[src/rtl/traffic_phase_timer_if.sv]
// Bundle of light-controller phase inputs, pedestrian button and timer outputs.
// Handshake: advance is a one-cycle command pulse with no ready; the controller
// acknowledges it only by presenting a new one-hot phase on
// phase_red/phase_yellow/phase_green, and the timer re-issues advance
// periodically until that new phase is seen.
interface traffic_phase_timer_if;
   logic phase_red;
   logic phase_yellow;
   logic phase_green;
   logic ped_req;
   logic advance;
   logic walk;
   logic ped_pending;
   logic fault;

   // Light controller / environment side.
   modport master (
      output phase_red, phase_yellow, phase_green, ped_req,
      input  advance, walk, ped_pending, fault
   );

   // Phase timer side.
   modport slave (
      input  phase_red, phase_yellow, phase_green, ped_req,
      output advance, walk, ped_pending, fault
   );
endinterface

[src/rtl/traffic_phase_timer.sv]
// Phase timer for a traffic light controller: times each phase, commands the
// controller to step with a one-cycle advance pulse, retries the command until
// the phase actually changes, shortens green for a pending pedestrian, grants
// walk on red entry and flags illegal (non one-hot) phase inputs.
module traffic_phase_timer #(
   parameter int RED_CYCLES    = 20,
   parameter int GREEN_CYCLES  = 30,
   parameter int YELLOW_CYCLES = 5,
   parameter int PED_GREEN     = 8,
   parameter int RETRY_CYCLES  = 4,
   parameter int CNT_W         = 16
) (
   input  logic                 clk,
   input  logic                 reset_n,
   traffic_phase_timer_if.slave bus,
   output logic [1:0]           dbg_state
);

   // FSM encoding.
   localparam logic [1:0] S_IDLE  = 2'd0;
   localparam logic [1:0] S_COUNT = 2'd1;
   localparam logic [1:0] S_WAIT  = 2'd2;
   localparam logic [1:0] S_FAULT = 2'd3;

   // Phase vector ordering is {red, yellow, green}.
   localparam logic [2:0] PH_RED    = 3'b100;
   localparam logic [2:0] PH_YELLOW = 3'b010;
   localparam logic [2:0] PH_GREEN  = 3'b001;

   // A zero duration behaves as one cycle so the counter can never underflow.
   localparam int RED_D    = (RED_CYCLES    < 1) ? 1 : RED_CYCLES;
   localparam int GREEN_D  = (GREEN_CYCLES  < 1) ? 1 : GREEN_CYCLES;
   localparam int YELLOW_D = (YELLOW_CYCLES < 1) ? 1 : YELLOW_CYCLES;
   localparam int PED_D    = (PED_GREEN     < 1) ? 1 : PED_GREEN;
   localparam int RETRY_D  = (RETRY_CYCLES  < 1) ? 1 : RETRY_CYCLES;

   localparam logic [CNT_W-1:0] RED_L    = CNT_W'(RED_D);
   localparam logic [CNT_W-1:0] GREEN_L  = CNT_W'(GREEN_D);
   localparam logic [CNT_W-1:0] YELLOW_L = CNT_W'(YELLOW_D);
   localparam logic [CNT_W-1:0] PED_L    = CNT_W'(PED_D);
   localparam logic [CNT_W-1:0] RETRY_L  = CNT_W'(RETRY_D);
   localparam logic [CNT_W-1:0] ONE      = CNT_W'(1);

   logic [1:0]       state;
   logic [2:0]       prev_phase;
   // Counter holds the number of edges left up to and including the edge
   // that raises advance.
   logic [CNT_W-1:0] cnt;

   logic [2:0]       phase;
   logic             legal;
   logic             entry;
   logic             is_red;
   logic             ped_set;
   logic             grant;
   logic [CNT_W-1:0] load_val;
   logic [CNT_W-1:0] eff_cnt;

   assign phase     = {bus.phase_red, bus.phase_yellow, bus.phase_green};
   assign dbg_state = state;

   // Decode the current phase inputs and the per-edge decisions.
   always_comb begin
      legal   = (phase == PH_RED) || (phase == PH_YELLOW) || (phase == PH_GREEN);
      // Coming out of FAULT, any legal phase restarts timing, even the same one.
      entry   = legal && ((phase != prev_phase) || (state == S_FAULT));
      is_red  = (phase == PH_RED);
      // A request made while walk is already showing is considered served.
      ped_set = bus.ped_req && !bus.walk;
      grant   = is_red && (bus.ped_pending || bus.ped_req);
      case (phase)
         PH_RED:    load_val = RED_L;
         PH_YELLOW: load_val = YELLOW_L;
         default:   load_val = GREEN_L;
      endcase
      // Pending pedestrian caps the remaining green; the cap never lengthens it.
      if ((phase == PH_GREEN) && bus.ped_pending && (cnt > PED_L)) begin
         eff_cnt = PED_L;
      end else begin
         eff_cnt = cnt;
      end
   end

   // State, counter and registered outputs; phase entry takes priority over
   // an advance falling due on the same edge.
   always_ff @(posedge clk or negedge reset_n) begin
      if (!reset_n) begin
         state           <= S_IDLE;
         prev_phase      <= 3'b000;
         cnt             <= '0;
         bus.advance     <= 1'b0;
         bus.walk        <= 1'b0;
         bus.ped_pending <= 1'b0;
         bus.fault       <= 1'b0;
      end else begin
         bus.advance <= 1'b0;
         if (legal) begin
            prev_phase <= phase;
         end
         if (!legal) begin
            // Counter is frozen; the next legal phase reloads it anyway.
            state     <= S_FAULT;
            bus.fault <= 1'b1;
            bus.walk  <= 1'b0;
            if (ped_set) begin
               bus.ped_pending <= 1'b1;
            end
         end else if (entry) begin
            state           <= S_COUNT;
            cnt             <= load_val;
            bus.fault       <= 1'b0;
            bus.walk        <= grant;
            bus.ped_pending <= grant ? 1'b0 : (bus.ped_pending | ped_set);
         end else begin
            bus.ped_pending <= bus.ped_pending | ped_set;
            case (state)
               S_COUNT: begin
                  if (eff_cnt <= ONE) begin
                     bus.advance <= 1'b1;
                     cnt         <= RETRY_L;
                     state       <= S_WAIT;
                  end else begin
                     cnt <= eff_cnt - ONE;
                  end
               end
               S_WAIT: begin
                  if (cnt <= ONE) begin
                     bus.advance <= 1'b1;
                     cnt         <= RETRY_L;
                  end else begin
                     cnt <= cnt - ONE;
                  end
               end
               default: begin
                  cnt <= cnt;
               end
            endcase
         end
      end
   end

endmodule

[src/flat_wrapper.sv]
// flat-port wrapper written by rule: the top's interface ports become plain ports
module traffic_phase_timer_flat 
#(
   parameter int RED_CYCLES    = 20,
   parameter int GREEN_CYCLES  = 30,
   parameter int YELLOW_CYCLES = 5,
   parameter int PED_GREEN     = 8,
   parameter int RETRY_CYCLES  = 4,
   parameter int CNT_W         = 16
)
  (clk, reset_n, dbg_state, bus_phase_red, bus_phase_yellow, bus_phase_green, bus_ped_req, bus_advance, bus_walk, bus_ped_pending, bus_fault);
  traffic_phase_timer_if bus_i ();
  input  logic clk;
  input  logic reset_n;
  output logic [1:0] dbg_state;
  input wire logic [$bits(bus_i.phase_red)-1:0] bus_phase_red;
  input wire logic [$bits(bus_i.phase_yellow)-1:0] bus_phase_yellow;
  input wire logic [$bits(bus_i.phase_green)-1:0] bus_phase_green;
  input wire logic [$bits(bus_i.ped_req)-1:0] bus_ped_req;
  output wire logic [$bits(bus_i.advance)-1:0] bus_advance;
  output wire logic [$bits(bus_i.walk)-1:0] bus_walk;
  output wire logic [$bits(bus_i.ped_pending)-1:0] bus_ped_pending;
  output wire logic [$bits(bus_i.fault)-1:0] bus_fault;
  assign bus_i.phase_red = bus_phase_red;
  assign bus_i.phase_yellow = bus_phase_yellow;
  assign bus_i.phase_green = bus_phase_green;
  assign bus_i.ped_req = bus_ped_req;
  assign bus_advance = bus_i.advance;
  assign bus_walk = bus_i.walk;
  assign bus_ped_pending = bus_i.ped_pending;
  assign bus_fault = bus_i.fault;
  traffic_phase_timer #(.RED_CYCLES(RED_CYCLES), .GREEN_CYCLES(GREEN_CYCLES), .YELLOW_CYCLES(YELLOW_CYCLES), .PED_GREEN(PED_GREEN), .RETRY_CYCLES(RETRY_CYCLES), .CNT_W(CNT_W)) u_core (.clk(clk), .reset_n(reset_n), .bus(bus_i), .dbg_state(dbg_state));
endmodule
[config.mk]
export PLATFORM = sky130hd
export DESIGN_NAME = traffic_phase_timer_flat
export DESIGN_NICKNAME = d
export VERILOG_FILES = /design/src/rtl/traffic_phase_timer_if.sv /design/src/rtl/traffic_phase_timer.sv /design/src/flat_wrapper.sv
export SDC_FILE = /design/constraint.sdc
export NUM_CORES = 1
export LEC_CHECK = 0
export ABC_AREA = 1
export CAP_MARGIN = 30
export CORE_UTILIZATION = 54
export DETAILED_ROUTE_END_ITERATION = 10
export PLACE_DENSITY = 0.84
export SYNTH_ARGS = -nofsm -noshare
export SYNTH_HDL_FRONTEND = slang
export SYNTH_SLANG_ARGS = --single-unit
[constraint.sdc]
create_clock -name clk -period 2.1 [get_ports clk]
set_input_delay 0.63 -clock clk [delete_from_list [all_inputs] [get_ports clk]]
set_output_delay 0.63 -clock clk [all_outputs]
set_load 0.02 [all_outputs]
; ---- Word level (Yosys, flattened, before mapping)
; Cells that the tools add are included.
[totals]
wordCells = 60
register_bits = 25
out_inout_bits = 6
inputBits = 6
[classes]
add_sub_neg = 2
n_eq_ne = 10
n_reduce_logical = 14
magnitude_cmp = 3
mux = 23
n_bitwise = 1
[ops]
columns = cell, n
row1 = two-way mux 16 bit, 4
row2 = less-or-equal comparator 16 x 1 -> 1 bit (second input constant), 2
row3 = case mux 16 bit (2 select lines), 1
row4 = subtractor 16 x 1 -> 16 bit (second input constant), 2
row5 = > comparator 16 x 4 -> 1 bit (second input constant), 1
row6 = two-way mux 1 bit, 12
row7 = case mux 5 bit (2 select lines), 1
row8 = two-way mux 2 bit, 4
row9 = != test 3 bit (second input constant), 2
row10 = logical AND 1 bit, 5
row11 = == test 2 bit (second input constant), 2
row12 = logical OR 1 bit, 4
row13 = AND reduction 2 bit, 2
row14 = == test 3 x 1 -> 1 bit (second input constant), 1
row15 = == test 3 x 2 -> 1 bit (second input constant), 1
row16 = == test 3 bit (second input constant), 1
row17 = != test 3 bit, 1
row18 = nonzero test 3 bit, 1
row19 = == test 2 x 1 -> 1 bit (second input constant), 1
row20 = != test 2 bit (second input constant), 1
row21 = case mux 1 bit (2 select lines), 1
row22 = nonzero test 2 bit, 1
row23 = zero test 1 bit, 1
row24 = OR 1 bit, 1

; ---- Longest topological paths before layout
[depth]
word_depth = 9
depth_mapped = 19
mapped_depth_nobuf = 19

; ---- Least setup slack after synthesis
; OpenSTA, ideal clock, no wires.
[synth_timing]
kind = in2reg
from = in bus_phase_yellow
to = reg u_core.cnt[13]
required_time_ns = 1.978
n_path_buf = 1
arrival_time_ns = 2.186
stages = 14
setup_slack_ns = -0.207
setup_time_ns = 0.122
path_cell_list = inv_1 nand3_2 nor2_2 nand2_8 buf_8 nand2_1 ha_1 nand4_4 nand2_2 nand2_4 nand3_2 nand2_2 nand2_4 o21ai_2
[synth_via]
elab_chain_len = 8
elab_cells_between_ends = 18
cone_classes = add/sub: 1 / order compare: 1 / eq/ne: 4 / mux: 4 / reduce/logical: 8
[synth_lines]
columns = item, line
row1 = start: declaration, flat_wrapper.sv:17  ; input wire logic [$bits(bus_i.phase_yellow)-1:0] bus_phase_yellow;
row2 = == test 3 x 1 -> 1 bit, "traffic_phase_timer.sv:64, traffic_phase_timer.sv:77"
row3 = logical AND 1 bit (2 in series), traffic_phase_timer.sv:77  ; if ((phase == PH_GREEN) && bus.ped_pending && (cnt > PED_L)) begin
row4 = two-way mux 16 bit, traffic_phase_timer.sv:77
row5 = subtractor 16 x 1 -> 16 bit or less-or-equal comparator 16 x 1 -> 1 bit (tied branches), "traffic_phase_timer.sv:123, traffic_phase_timer.sv:118"
row6 = two-way mux 16 bit, traffic_phase_timer.sv:118  ; if (eff_cnt <= ONE) begin
row7 = case mux 16 bit (2 select lines), traffic_phase_timer.sv:116  ; case (state)
row8 = two-way mux 16 bit, traffic_phase_timer.sv:108  ; end else if (entry) begin
row9 = end signal: assignment, traffic_phase_timer.sv:110  ; cnt <= load_val;
row10 = end signal: assignment, traffic_phase_timer.sv:123  ; cnt <= eff_cnt - ONE;
row11 = end signal: assignment, traffic_phase_timer.sv:131  ; cnt <= cnt - ONE;
row12 = end: declaration, traffic_phase_timer.sv:48  ; logic [CNT_W-1:0] cnt;
; Several ways; a longest one is shown, not always the timed one.
; A chain may end at the register's enable or synchronous reset.

; ---- Final worst setup path
[layout_timing]
from = reg u_core.cnt[10]
to = reg u_core.cnt[14]
[layout_via]
elab_chain_len = 7
elab_cells_between_ends = 11
cone_classes = add/sub: 2 / order compare: 3 / mux: 5 / reduce/logical: 1
[layout_lines]
columns = item, line
row1 = > comparator 16 x 4 -> 1 bit, traffic_phase_timer.sv:77
row2 = logical AND 1 bit, traffic_phase_timer.sv:77
row3 = two-way mux 16 bit, traffic_phase_timer.sv:77
row4 = subtractor 16 x 1 -> 16 bit or less-or-equal comparator 16 x 1 -> 1 bit (tied branches), "traffic_phase_timer.sv:123, traffic_phase_timer.sv:118"
row5 = two-way mux 16 bit, traffic_phase_timer.sv:118
row6 = case mux 16 bit (2 select lines) (*), traffic_phase_timer.sv:116
row7 = two-way mux 16 bit (*), traffic_phase_timer.sv:108
; Mark *: on every way between the ends. The rest lies on a longest branch, timed or not.

==> reports/results.ini <==
[status]
status=finished with violations
violations=negative setup slack

[placement]
place.gp.congestion=0.876
dp_hpwl_um=4150
postPlaceCellArea_um2=2670
io_buffers=11
pre_cts_ws_ns=-0.715

[pwr]
p_leak_uw=0.00139
p_int_uw=936
p_sw_uw=570
swShare_pct=37.8
fin_total_pwr_uw=1510
peakVddDrop_mv=0.671
power_frac_clock_pct=19.6
p_comb_share_pct=43.9
p_per_area_nw_per_um2=525
pwr-share-seq_pct=36.5

[timing]
finalCritPeriodShare_pct=108
setup_slack_ns=-0.166
worst_slew_pin_slew_ns=0.444
drv_slew=0
setup_viol=9
final_hold_viol_count=0
skew_ns=0.00283
slew-limit-headroom_pct=70.2
finalSetupTns_ns=-0.340
max_freq_mhz=441
rsz0062_at_grt=yes
post-route-min-period_ns=2.27

[synthesis]
ys_ff_latch=25
syn_area_um2=2030
synth_cells=264
synth_area_per_cell_um2=7.70
synth.yosys.warnings=0
yosysTopAreaCellShare_pct=30.8
ys_async_sr_fraction_pct=100
synth_nets=278
yosys-top-cells-count=nand2_1, dfrtp_1, inv_1, nor2_1, nand3_1
ys_types=39
yosysSeqAreaShare_pct=30.8
synth_top_cell_by_area=dfrtp_1
synthFlopType=dfrtp_1
synthTopCellsByArea=dfrtp_1, nand2_1, ha_1, inv_1, xor2_1
synth-edff-count=0
yosysMostFrequentCell=nand2_1

[layout]
syn_to_final_growth_pct=41.1
fin_util_pct=82.6
nets=350
final_layout_size_suffix_gt1_share_pct=42.4
fin_area_um2=2870
antenna_cells=0

[setup_path]
rr_worst_depth=17
timing.rr.end=u_core.cnt[14]$_DFFE_PN0P_
start_kind=register
end_kind=register
worstPathCellList=nor2_4, nand2_4, nor2_4, nand2_4, nand2_8, inv_4, nor2_4, inv_2, ha_4, nand4_4, nand2_4, buf_6, a21oi_1, nand2_1, nand2_1, nand2_1, nand2_1
critPathSlowestCell=dfrtp_1
cp.required_ns=2.32
critical-path-max-stage-delay_ns=0.43
r2r-start=u_core.cnt[10]$_DFFE_PN0P_
crit_type=register to register
cp_max_fo=4
cp_common_cell=nand2_1
ff2ff_setup_slack_ns=-0.17
arrival_ns=2.49

[routing]
routed-via-count=2229
dr.pass1.iters=5
ant_nets=0
avgRoutedWirePerCell_um=17.4
drc=0
drt_iter0_drc=285
via_per_inst=5.85
routed_wl_um=6620

[floorplanning]
rows=21
die_area_um2=4010
die_h_um=63.3
io_pins=12
die_w_um=63.3
core_area_um2=3470
start_util_pct=58.6

[grt]
first_global_vias=2162
gr-total-overflow=0
antenna_found_initial=0
grt_max_degree=26
grt_pass1_wl_um=9690
track_usage_pct=31.2

[min_path]
hold_class=register to register
hold_path_end=u_core.bus.fault$_DFFE_PN0P_
min_delay_path_depth=2
hold_start=u_core.bus.fault$_DFFE_PN0P_

[cts]
clockRootBuffer=clkbuf_8
insertion_delay_ns=0.28
cts_max_path_buffers=2
htree_levels=1
cts-buffers-inserted=3
cts.clk_slew.worst_paths_ns=0.09
ctsHoldBuffers=0
cts.sinks=25
cts_tree=built

[run]
cap_violations=0

cells by family after synthesis:
group / share of synthesized area [%]
AO/OA/AOI/OAI: 14.2
XOR/XNOR: 5.60
adder cells (fa/ha/maj): 4.93
buffers and inverters: 7.08
flip-flops: 30.8
AND/OR/NAND/NOR: 37.4
how the worst max path moves through the flow:
stage,start,to,slack [ns],cells after the start
floorplan,u_core.cnt[9]$_DFFE_PN0P_,u_core.cnt[13]$_DFFE_PN0P_,-0.02,16
global placement,bus_phase_yellow,u_core.cnt[13]$_DFFE_PN0P_,-0.63,16
detailed placement,bus_phase_yellow,u_core.cnt[13]$_DFFE_PN0P_,-0.72,16
CTS,u_core.cnt[12]$_DFFE_PN0P_,u_core.cnt[9]$_DFFE_PN0P_,-0.02,16
global route,u_core.cnt[10]$_DFFE_PN0P_,u_core.cnt[14]$_DFFE_PN0P_,-0.21,17
finish,u_core.cnt[10]$_DFFE_PN0P_,u_core.cnt[14]$_DFFE_PN0P_,-0.17,17
through the flow:
step,hold slack [ns],cells
5_1_grt,0.531,381
3_5_place_dp,0.487,369
2_1_floorplan,0.334,264
3_3_place_gp,0.460,369
6_report,0.505,381
4_1_cts,0.510,378
sequential cells by signal (all words and copies together), names as in the netlist:
name,cells
u_core.cnt,16
u_core.prev_phase,3
u_core.dbg_state,2
u_core.bus.advance,1
u_core.bus.fault,1
u_core.bus.ped_pending,1
u_core.bus.walk,1
repair_timing:
item | in CTS | in global routing
pin swaps | 9 | 12
cloned | 1 | 0
endpoints found under the setup margin | 20 | 19
hold endpoints to repair | 0 | 0
gates resized for setup | 17 | 20
buffers inserted | 4 | 4
per-layer routing:
metal	wire [um]	track usage [%]	vias up
met3	577	4.53	32
met1	2510	37.4	1048
li1	-	-	1003
met4	214	12.5	0
met5	0	0	-
met2	3310	55.5	146
critical path, delay by kind of cell (launching register included):
kind / cells / cell delay, ns
flops: 1 / 0.43
fa+ha+maj: 1 / 0.18
compound gates: 1 / 0.21
simple gates: 12 / 1.13
buf+inv: 3 / 0.24
cell type report:
class                           count  area [um2]
Tap cell                           46        57.6
Multi-Input combinational cell    206        1440
Sequential cell                    25         626
Clock buffer                        3        41.3
Clock inverter                      1        5.00
Timing Repair Buffer               69         551
Inverter                           31         146
Fill cell                         192         602
power groups by stage:
stage	logic, uW	clock network, uW	registers, uW
after global routing	712	316	552
after global placement	571	0	552
final	661	295	549
after detailed placement	596	0	555
after floorplan	320	0	581
after CTS	621	300	547
cells in the final DEF (no fill, tap or decap), types with 7 or more instances in the layout:
master	Yosys	final
nand2_1	67	60
buf_4	0	56
dfrtp_1	25	25
inv_1	25	20
nor2_1	19	15
nand2_2	6	11
a21oi_1	14	11
nand3_1	16	11
xor2_1	10	10
nor2_4	6	8
o21ai_2	8	8
o21ai_0	8	8
clkdlybuf4s50_1	0	8
nand2_4	5	7
Power figures use the tool's default switching activity.
